$ cat config.mk
export PLATFORM = sky130hd
export DESIGN_NAME = dmem_arbiter
export DESIGN_NICKNAME = d
export VERILOG_FILES = /design/src/rtl/dmem_arb_defs.sv /design/src/rtl/dmem_rr_pick2.sv /design/src/rtl/dmem_arbiter.sv
export SDC_FILE = /design/constraint.sdc
export NUM_CORES = 1
export LEC_CHECK = 0
export CORE_AREA = 3 3 117 119
export CTS_CLUSTER_DIAMETER = 200
export CTS_CLUSTER_SIZE = 8
export DETAILED_ROUTE_END_ITERATION = 10
export DIE_AREA = 0 0 120 122
export PLACE_DENSITY = 0.79
export SLEW_MARGIN = 0
export SYNTH_ARGS = -nofsm -noshare
export SYNTH_HDL_FRONTEND = slang
export SYNTH_HIERARCHICAL = 1
export SYNTH_SLANG_ARGS = --single-unit
$ cat constraint.sdc
create_clock -name clk -period 2.8 [get_ports clk]
set_input_delay 0.56 -clock clk [delete_from_list [all_inputs] [get_ports clk]]
set_output_delay 0.56 -clock clk [all_outputs]
set_load 0.05 [all_outputs]
$ cat src/rtl/dmem_arb_defs.sv
// Shared definitions for the data-memory arbiter: FSM encodings and port IDs.
package dmem_arb_defs;

  typedef enum logic [1:0] {
    IDLE = 2'd0,
    OWN0 = 2'd1,
    OWN1 = 2'd2
  } arb_state_e;

  localparam logic PORT_CPU = 1'b0;
  localparam logic PORT_DMA = 1'b1;

  function automatic arb_state_e own_state(input logic port);
    return port ? OWN1 : OWN0;
  endfunction

endpackage

$ cat src/rtl/dmem_rr_pick2.sv
// Two-way round-robin pick: rr_ptr breaks the tie when both ports request.
module dmem_rr_pick2
  import dmem_arb_defs::*;
(
  input  logic req0,
  input  logic req1,
  input  logic rr_ptr,
  output logic win
);

  always_comb begin
    win = PORT_CPU;
    if (req0 && req1) win = rr_ptr;
    else if (req1)    win = PORT_DMA;
  end

endmodule

$ cat src/rtl/dmem_arbiter.sv
// Round-robin arbiter sharing one data memory between CPU (port 0) and DMA (port 1).
// Optional DMEM_ARB_RANGE_EN: out-of-range accesses complete the handshake but never reach memory.
module dmem_arbiter
  import dmem_arb_defs::*;
#(
  parameter int ADDR_W    = 32,
  parameter int DATA_W    = 32,
  parameter int MAX_BURST = 8,
  parameter int MEM_BYTES = 65536
) (
  input  logic              clk,
  input  logic              rst,
  input  logic              req0,
  input  logic              we0,
  input  logic              lock0,
  input  logic [ADDR_W-1:0] adr0,
  input  logic [DATA_W-1:0] wdata0,
  output logic              gnt0,
  output logic              rvalid0,
  output logic [DATA_W-1:0] rdata0,
  output logic              err0,
  input  logic              req1,
  input  logic              we1,
  input  logic              lock1,
  input  logic [ADDR_W-1:0] adr1,
  input  logic [DATA_W-1:0] wdata1,
  output logic              gnt1,
  output logic              rvalid1,
  output logic [DATA_W-1:0] rdata1,
  output logic              err1,
  output logic [ADDR_W-1:0] mem_adr,
  output logic [DATA_W-1:0] mem_d_in,
  output logic              mem_mrd,
  output logic              mem_mwr,
  input  logic [DATA_W-1:0] mem_d_out
);

  localparam int CNT_W = (MAX_BURST > 1) ? $clog2(MAX_BURST) : 1;

  logic [1:0]             req, we, lock;
  logic [1:0][ADDR_W-1:0] adr;
  logic [1:0][DATA_W-1:0] wdata;
  logic [1:0][DATA_W-1:0] rdata_q;
  logic [1:0]             rvalid_q, err_q;

  arb_state_e       state;
  logic [CNT_W-1:0] cnt;
  logic [CNT_W:0]   cnt_nxt;
  logic             rr_ptr;

  logic owner, owned, gnt, cur_we, other_req, burst_ok, range_bad;
  logic idle_win, hand_win;

  assign req   = {req1, req0};
  assign we    = {we1, we0};
  assign lock  = {lock1, lock0};
  assign adr   = {adr1, adr0};
  assign wdata = {wdata1, wdata0};

  assign owned     = (state != IDLE);
  assign owner     = (state == OWN1);
  assign other_req = req[!owner];
  assign cur_we    = we[owner];

  // Reset gates the grant combinationally so no write commits in a reset cycle.
  assign gnt  = !rst && owned && req[owner];
  assign gnt0 = gnt && (owner == PORT_CPU);
  assign gnt1 = gnt && (owner == PORT_DMA);

  assign mem_adr  = owned ? adr[owner]   : '0;
  assign mem_d_in = owned ? wdata[owner] : '0;

`ifdef DMEM_ARB_RANGE_EN
  assign range_bad = owned && (adr[owner] > ADDR_W'(MEM_BYTES - 4));
`else
  assign range_bad = 1'b0;
`endif

  assign mem_mwr = gnt &&  cur_we && !range_bad;
  assign mem_mrd = gnt && !cur_we && !range_bad;

  assign cnt_nxt  = {1'b0, cnt} + 1'b1;
  assign burst_ok = lock[owner] && (cnt_nxt < (CNT_W+1)'(MAX_BURST));

  dmem_rr_pick2 u_pick_idle (
    .req0  (req0),
    .req1  (req1),
    .rr_ptr(rr_ptr),
    .win   (idle_win)
  );

  // Hand-over only considers the waiting (non-owner) port.
  dmem_rr_pick2 u_pick_hand (
    .req0  (req0 && owner),
    .req1  (req1 && !owner),
    .rr_ptr(rr_ptr),
    .win   (hand_win)
  );

  always_ff @(posedge clk) begin
    if (rst) begin
      state    <= IDLE;
      cnt      <= '0;
      rr_ptr   <= PORT_CPU;
      rvalid_q <= '0;
      rdata_q  <= '0;
      err_q    <= '0;
    end else begin
      rvalid_q <= '0;
      err_q    <= '0;
      if (gnt && !cur_we) begin
        rvalid_q[owner] <= 1'b1;
        rdata_q[owner]  <= range_bad ? '0 : mem_d_out;
      end
      if (gnt && range_bad) err_q[owner] <= 1'b1;

      case (state)
        IDLE: begin
          cnt <= '0;
          if (|req) state <= own_state(idle_win);
        end
        default: begin
          if (req[owner]) begin
            if (burst_ok) begin
              cnt <= cnt_nxt[CNT_W-1:0];
            end else begin
              cnt <= '0;
              if (other_req) begin
                state  <= own_state(hand_win);
                rr_ptr <= owner;
              end
            end
          end else begin
            cnt   <= '0;
            state <= other_req ? own_state(hand_win) : IDLE;
          end
        end
      endcase
    end
  end

  assign rvalid0 = rvalid_q[0];
  assign rvalid1 = rvalid_q[1];
  assign rdata0  = rdata_q[0];
  assign rdata1  = rdata_q[1];
  assign err0    = err_q[0];
  assign err1    = err_q[1];

endmodule

==> out/results.tsv, run 1 <==
metric	value	unit
r2r-start	state[1]$_SDFFE_PP0P_	
cp_data_required_time	2240	ps
post-cts-setup-buffers	0	
grt_usage	19.6	%
synth-xor-area-share	0.260	%
core	12700	um^2
worstSetupEndpointType	primary output	
period_needed	2690	ps
synth_common_cells	nand2_1, dfxtp_1, a22o_1, a21oi_1, o21ai_0	
synth_top_family_by_area	compound AO/OA/AOI/OAI gates	
drtAntennaViolNets	0	
tightest_slew	569	ps
core.rowCount	41	
reg2regPathDepth	6	
postSynthCellCount	422	
crit_arrival	2130	ps
slew_headroom	62.0	%
ys_top_cells_by_area	dfxtp_1, a22o_1, nand2_1	
fp.dieW	120	um
port_buffers	301	
n_antenna_cell	0	
power	6.64	mW
fin_hold_ws	449	ps
die_area	14600	um^2
pin_count	304	
grt_max_degree	66	
cts_sinks	72	
synth_compound_area_share	30.2	%
crit_start	rst	
grt_first_pass_wirelength	22500	um
firstDrtPassIters	4	
drt-vias-per-instance	4.74	
powerDensity	897	nW/um^2
die_y	122	um
wl_per_cell	17.2	um
min_period_over_period	96.2	%
async_flop_share	0	%
r2r_end	rr_ptr$_SDFFE_PP0P_	
rsz0062_at_grt	no	
status	completed	
drive_gt1_share	14.4	%
clock_path_buffers	2	
grt_pass1_vias	4227	
ctsHoldBuffers	0	
yosys.area_share.simple	18.5	%
syn_to_final_growth	120	%
cts_tree	built	
synth_edf_count	0	
tns	0	ps
reg2reg_slack	620	ps
syn_area_per_cell	7.98	um^2
ctsResizeCount	0	
muxShareOfSynthArea	0.446	%
cts_root_buf	clkbuf_16	
layout.nets	874	
yosysSeqAreaShare	42.8	%
worstSetupPathType	input pin to primary output	
drt_iter0_markers	333	
holdPathStages	2	
placed_cell_area	7100	um^2
routed_wl	15100	um
fmax	371	MHz
place.gp.congestion	0.766	
setup_viol	0	
hpwl	12200	um
min_path_type	register to register	
initial_core_util	26.6	%
netlist.area_leader.share	42.8	%
drc	0	
hold_viol	0	
critPathLaunchType	input pin	
yosysTopAreaCell	dfxtp_1	
yosysWarningCount	6	
leakage	2.74	nW
cap_violations	0	
worstPathMaxFanout	5	
cts.htree.levels	3	
yosysUniqueCellTypes	39	
postLayoutCellArea	7400	um^2
fin_skew	4.12	ps
synth_most_common_cell	nand2_1	
synth_seq_cells	72	
numCtsBuffers	9	
cts.clk_slew.worst_paths	50	ps
vias	4184	
antenna_found_initial	0	
maxSlewViolCount	0	
crit_end	mem_mrd	
synth_fa_ha_area_share	0.371	%
ys.flop_type	dfxtp_1	
grt-ovfl-total	0	
syn_area	3370	um^2
insertion_delay	320	ps
vdd_drop_max	0.519	mV
registers in the layout, indices dropped and copies added, names as in the netlist:
| name | flops |
|---|---|
| rr_ptr | 1 |
| state | 2 |
| cnt | 3 |
| rdata1 | 32 |
| rvalid_q | 2 |
| rdata0 | 32 |
metal layers:
| metal | vias up | GRT usage [%] | wire, um |
|---|---|---|---|
| met5 | - | 0 | 0 |
| met4 | 0 | 6.16 | 206 |
| met3 | 17 | 6.17 | 1350 |
| met2 | 200 | 35.9 | 8140 |
| met1 | 1940 | 21.5 | 5440 |
| li1 | 2027 | - | - |
critical path, stage by stage:
cell             delay (ps)
clkdlybuf4s50_1         530
clkinv_1                160
and3_4                  190
and2b_2                 190
or2_2                   300
buf_4                   200
how the worst min path moves through the flow:
stage | start | endpoint | slack, ps
2_1_floorplan | cnt[0]$_SDFF_PP0_ | cnt[0]$_SDFF_PP0_ | 430
3_3_place_gp | rdata1[26]$_SDFFE_PP0P_ | rdata1[26]$_SDFFE_PP0P_ | 440
3_5_place_dp | rdata1[25]$_SDFFE_PP0P_ | rdata1[25]$_SDFFE_PP0P_ | 440
4_1_cts | rdata1[25]$_SDFFE_PP0P_ | rdata1[25]$_SDFFE_PP0P_ | 450
5_1_grt | rdata1[29]$_SDFFE_PP0P_ | rdata1[29]$_SDFFE_PP0P_ | 470
6_report | rdata1[25]$_SDFFE_PP0P_ | rdata1[25]$_SDFFE_PP0P_ | 450
layout make-up:
type                       instances  area (um^2)
clock buffer                      12          246
clock inverter                     4         53.8
fill                            1089         5270
inverter                           8         30.0
multi-input combinational        303         1680
sequential                        72         1440
tap                              172          215
timing repair buffer             311         3730
stage by stage:
stage	worst slack, ps	cells	util, %
CTS	123	882	58.4
global placement	134	866	56.0
floorplan	503	423	-
detailed placement	137	866	56.0
global route	91.7	882	58.4
finish	107	882	58.4
report_power, final:
| group | total [mW] | internal (mW) | switching (mW) | leakage, nW |
|---|---|---|---|---|
| clock network | 1.13 | 0.715 | 0.411 | 0.139 |
| logic | 4.38 | 1.97 | 2.41 | 2.02 |
| registers | 1.14 | 1.09 | 0.0504 | 0.582 |
| total | 6.64 | 3.78 | 2.87 | 2.74 |
cells by family (layout without fill, tap and decap cells):
group	count (synthesis)	in the layout
DFF	72	72
AOI/OAI and AO/OA	146	146
other	1	2
and+or+nand+nor	152	152
muxes	1	1
buffers and inverters	48	335
xor gates and xnor gates	1	1
adders and majority gates	1	1
cells in the final DEF (no fill, tap or decap), types with 2 or more instances in the layout:
cell and count:
conb_1 2, o21ai_1 8, inv_1 6, clkbuf_1 2, nor4_1 2, o21ai_0 28
a22o_1 64, dfxtp_1 71, a21boi_1 2, buf_4 13, clkdlybuf4s50_1 233, clkinvlp_4 2
clkbuf_16 9, o221ai_1 3, nand2_1 133, a21oi_1 35, nand3_1 2, nor2_1 4
buf_12 65, and2_1 2
Note: power is estimated with default switching activity, not from simulation.
==> run 2, diff against run 1 <==
- PLACE_DENSITY: 0.79 -> 0.71
==> out/results.tsv, run 2 (synthesis results as in run 1) <==
metric	value	unit	change
status	completed		
grt_first_pass_wirelength	22900	um	+2.0%
grt-ovfl-total	0		unchanged
setup_viol	0		unchanged
post-cts-setup-buffers	0		unchanged
critPathLaunchType	input pin		
cts_tree	built		
ctsHoldBuffers	0		unchanged
grt_pass1_vias	4276		+1.2%
path_cells	clkdlybuf4s50_1 > clkinv_1 > and3_4 > and2b_2 > or2_2 > buf_4		
tightest_slew	560	ps	-9.34 ps
drt_iter0_markers	292		-12%
worstSetupPathType	input pin to primary output		
routed_wl	15200	um	+0.71%
worstSetupEndpointType	primary output		
fp.dieW	120	um	unchanged
vdd_drop_max	0.562	mV	+8.1%
combPwrFrac	66.1	%	+0.2 points
syn_to_final_growth	120	%	
powerDensity	896	nW/um^2	-0.19%
numCtsBuffers	9		unchanged
crit_arrival	2080	ps	-50 ps
wl_met2	8130	um	-0.16%
hpwl	12400	um	+1.9%
dr.max_layer_used	met4		
clkPwrFrac	16.8	%	-0.2 points
clock_path_buffers	2		unchanged
port_buffers	301		unchanged
cts_root_buf	clkbuf_16		
slowest_delay	490	ps	-40 ps
hold_viol	0		unchanged
wl_met3	1350	um	-0.30%
die_area	14600	um^2	unchanged
fmax	378	MHz	+1.8%
met1_length	5500	um	+1.1%
period_needed	2640	ps	-48.4 ps
p_seq_share	17.1	%	about the same
antenna_found_initial	0		unchanged
cap_violations	0		unchanged
fin_util	58.5	%	+0.13 points
pin_count	304		unchanged
tns	0	ps	unchanged
ctsResizeCount	0		unchanged
initial_core_util	26.6	%	unchanged
core	12700	um^2	unchanged
n_antenna_cell	0		unchanged
crit_buf_inv	3		unchanged
grt_usage	19.9	%	+0.36 points
worstPathMaxFanout	4		-1
cts.htree.levels	3		unchanged
layout_common_cells	clkdlybuf4s50_1, nand2_1, dfxtp_1, buf_12, a22o_1		
drive_gt1_share	14.6	%	+0.28 points
drtAntennaViolNets	0		unchanged
maxSlewViolCount	0		unchanged
drt-vias-per-instance	4.75		+0.19%
drc	0		unchanged
cts_sinks	72		unchanged
cts.clk_slew.worst_paths	50	ps	about the same
min_path_type	register to register		
vias	4192		+0.19%
grt_max_degree	68		+3.0%
postLayoutCellArea	7420	um^2	+0.22%
min_period_over_period	94.4	%	-1.7 points
firstDrtPassIters	4		unchanged
place.gp.congestion	0.824		+7.6%
slew_headroom	62.7	%	+0.62 points
core.rowCount	41		unchanged
switchingPower	2.87	mW	about the same
cp_data_required_time	2240	ps	about the same
p_sw_share	43.1	%	about the same
leakage	2.75	nW	+0.16%
die_y	122	um	unchanged
insertion_delay	320	ps	about the same
rsz0062_at_grt	no		
crit_slowest_cell	clkdlybuf4s50_1		
layout.nets	875		+0.11%
layout_commonest_cell	clkdlybuf4s50_1		
fin_skew	5.25	ps	+1.13 ps
placed_cell_area	7120	um^2	+0.28%
intPower	3.78	mW	about the same
critPathTopFamily	buffers and inverters		
wl_per_cell	17.3	um	+0.71%
==> run 2: changes by cell type in the layout (fill, tap and decap cells not counted), sizes merged <==
cell / previous run / this run
clkbuf: 12 / 10
clkinvlp: 2 / 3
buf: 78 / 79
==> run 2: power by group through the flow <==
stage,clock [mW],combinational (mW),sequential [mW]
after CTS,1.14,4.43,1.14
after global routing,1.18,4.54,1.15
after detailed placement,0,4.42,1.16
final,1.12,4.39,1.14
after global placement,0,4.37,1.16
after floorplan,0,2.11,1.29
==> run 2: worst reg2reg max path, stage by stage, from the launching register on <==
cell      delay [ps]
dfxtp_1          520
nor2b_4          250
buf_12           270
mux2_4           400
a21oi_4          210
o21ai_1          110
o221ai_1         190
==> run 2: layout make-up <==
type | instances | area (um^2)
inverter | 8 | 30.0
clock inverter | 5 | 57.6
multi-input combinational | 303 | 1680
clock buffer | 10 | 239
timing repair buffer | 312 | 3750
tap | 172 | 215
fill | 1110 | 5250
sequential | 72 | 1440
==> run 2: per-layer routing <==
metal | vias up | global-route usage [%]
met2 | 200 | 36.7
met5 | - | 0
li1 | 2027 | -
met3 | 20 | 4.78
met1 | 1945 | 22.6
met4 | 0 | 6.37
==> run 2: per-stage QoR <==
stage | cells | power (mW) | hold WS (ps) | worst slack, ps
final | 882 | 6.64 | 451 | 156
after global routing | 882 | 6.86 | 474 | 79.9
after CTS | 882 | 6.70 | 453 | 135
after detailed placement | 867 | 5.58 | 441 | 144
after global placement | 867 | 5.53 | 439 | 121
after floorplan | 423 | 3.39 | 430 | 503
==> run 2: worst paths after layout <==
kind	start	endpoint	depth (start not counted)	slack, ps
worst min-delay path	rdata1[29]$_SDFFE_PP0P_	rdata1[29]$_SDFFE_PP0P_	2	450
worst max register to register	state[1]$_SDFFE_PP0P_	state[0]$_SDFFE_PP0P_	6	770
worst min register to register	rdata1[29]$_SDFFE_PP0P_	rdata1[29]$_SDFFE_PP0P_	2	450
worst max-delay path	rst	mem_mrd	6	160
==> patch, RTL diff (flow settings as in run 2) <==
Add a define of `DMEM_ARB_RANGE_EN`.
--- a/src/rtl/dmem_arbiter.sv
+++ b/src/rtl/dmem_arbiter.sv
@@ -1,4 +1,6 @@
 // Round-robin arbiter sharing one data memory between CPU (port 0) and DMA (port 1).
 // Optional DMEM_ARB_RANGE_EN: out-of-range accesses complete the handshake but never reach memory.
+`define DMEM_ARB_RANGE_EN
+
 module dmem_arbiter
   import dmem_arb_defs::*;
Formal check against the unedited RTL: not equivalent (Yosys sat finds a counterexample within 4 cycles, from zero or initial values and one cycle with rst high).
==> patch against run 2 <==
Sequential cell count up 2; final area up 8.0%; wire length up 16%; global-route usage up 3.2 points; area after synthesis up 9.5%; worst setup slack worse by 0.10 ns; critical path type unchanged; critical endpoint unchanged; highest routed layer unchanged.
Power is not compared: it rests on default switching activity, and its combinational part moved more than twofold at a synthesized area within 25%.
==> patch: results (changes against run 2) <==
Outcome
  • Status: finished, final reports clean (unchanged)

Global routing
  • Number of global-route vias before repair: 4422 (was 4276)
  • First-pass GRT wire length: 26.2 mm (was 22.9 mm)
  • Initial antenna violation count: 1 (was 0)
  • Gr usage total: 0.231 (was 0.199)
  • Largest net degree at the start of global routing: 47 (was 68)

Yosys
  • Mux cell area share after synthesis: 0.00610 (was 0.00446)
  • Synth top area cells: dfxtp_1 40%, a22o_1 23%, o2bb2ai_2 12% (was dfxtp_1 43%, a22o_1 17%, nand2_1 15%)
  • Compound-Gate Fraction of Synth Area: 0.412 (was 0.302)
  • Adder-Cell Fraction of Synth Area: 0.00339 (was 0.00371)
  • Register area share after synthesis: 0.401 (was 0.428)
  • Synth cell count leaders: 96 x a22o_1, 74 x dfxtp_1, 40 x nand2_1 (was 133 x nand2_1, 72 x dfxtp_1, 64 x a22o_1)
  • Xor and xnor area share after synthesis: 0.00237 (was 0.00260)

Setup path
  • Delay of the slowest critical-path stage: 0.44 ns (was 0.49 ns)
  • Crit-path max FO: 3 (was 4)
  • R2r endpoint: rdata1[28] (was state[0])
  • Reg2reg setup slack: 0.59 ns (was 0.77 ns)
  • Worst setup startpoint: adr0[20] (was rst)
  • Delay-heaviest family, CP: simple AND/OR/NAND/NOR gates (was buffers and inverters)
  • Cells on worst reg2reg path: 5 (was 6)

Cells and area
  • Clock buf/inv share: 0.0398 (was 0.0400)
  • Fillcell total: 1013 (was 1110)
  • Ant. Diodes: 1 (was 0)
  • Nonclk buf count: 322 (was 312)
  • Non-clock buffer share of cell area: 0.484 (was 0.506)
  • #MultiIn Comb: 245 (was 303)
  • Seq. cell area: 1480 um^2 (was 1440 um^2)
  • Sequential cells: 74 (was 72)
  • Seq/total area: 0.185 (was 0.194)
  • Nets: 829 (was 875)
  • Multi-input logic area: 2080 um^2 (was 1680 um^2)
  • Share of cells above drive strength 1: 0.227 (was 0.146)

Placed design
  • Placed cell area: 7650 um^2 (was 7120 um^2)
  • Gpl congestion: 0.919 (was 0.824)
  • Port Buffers: 303 (was 301)
  • Post-DP HPWL: 14.2 mm (was 12.4 mm)

Route
  • Overall routed net length: 17.7 mm (was 15.2 mm)
  • Vias per cell: 5.17 (was 4.75)
  • Initial DRC Count: 199 (was 292)

Min path
  • Hold Path Sink: rdata1[19] (was rdata1[29])
  • WHS Path Cells: 1 (was 2)

STA
  • Clock Skew: 0.00787 ns (was 0.00525 ns)
## patch: changes by cell type in the layout (fill, tap and decap cells not counted), sizes merged, moves of 6 or more
| cell | change |
|---|---|
| nand2 | -93 |
| a21oi | -34 |
| o21ai | -34 |
| a22o | +32 |
| o2bb2ai | +32 |
| nor4 | +10 |
| buf | +8 |
| nor2 | +8 |
| nand4 | +6 |
## patch: stage by stage
stage               std cells  hold slack [ns]  TNS [ns]  setup WS, ns
global placement          821            0.443         0        0.0213
finish                    838            0.471         0        0.0554
CTS                       837            0.474         0        0.0135
detailed placement        821            0.454         0        0.0318
global route              838            0.480   -0.0970       -0.0591
floorplan                 363            0.430         0         0.378
## patch: metal layers
metal / part of all wire / track usage
met1: 0.39 / 0.264
met2: 0.53 / 0.418
met3: 0.063 / 0.0673
met4: 0.023 / 0.0687
met5: 0 / 0
## patch: report_power, final
group | internal [uW] | leakage (uW) | switching, uW
registers | 1060 | 0.000597 | 15.9
logic | 999 | 0.00222 | 1060
clock network | 783 | 0.000153 | 442
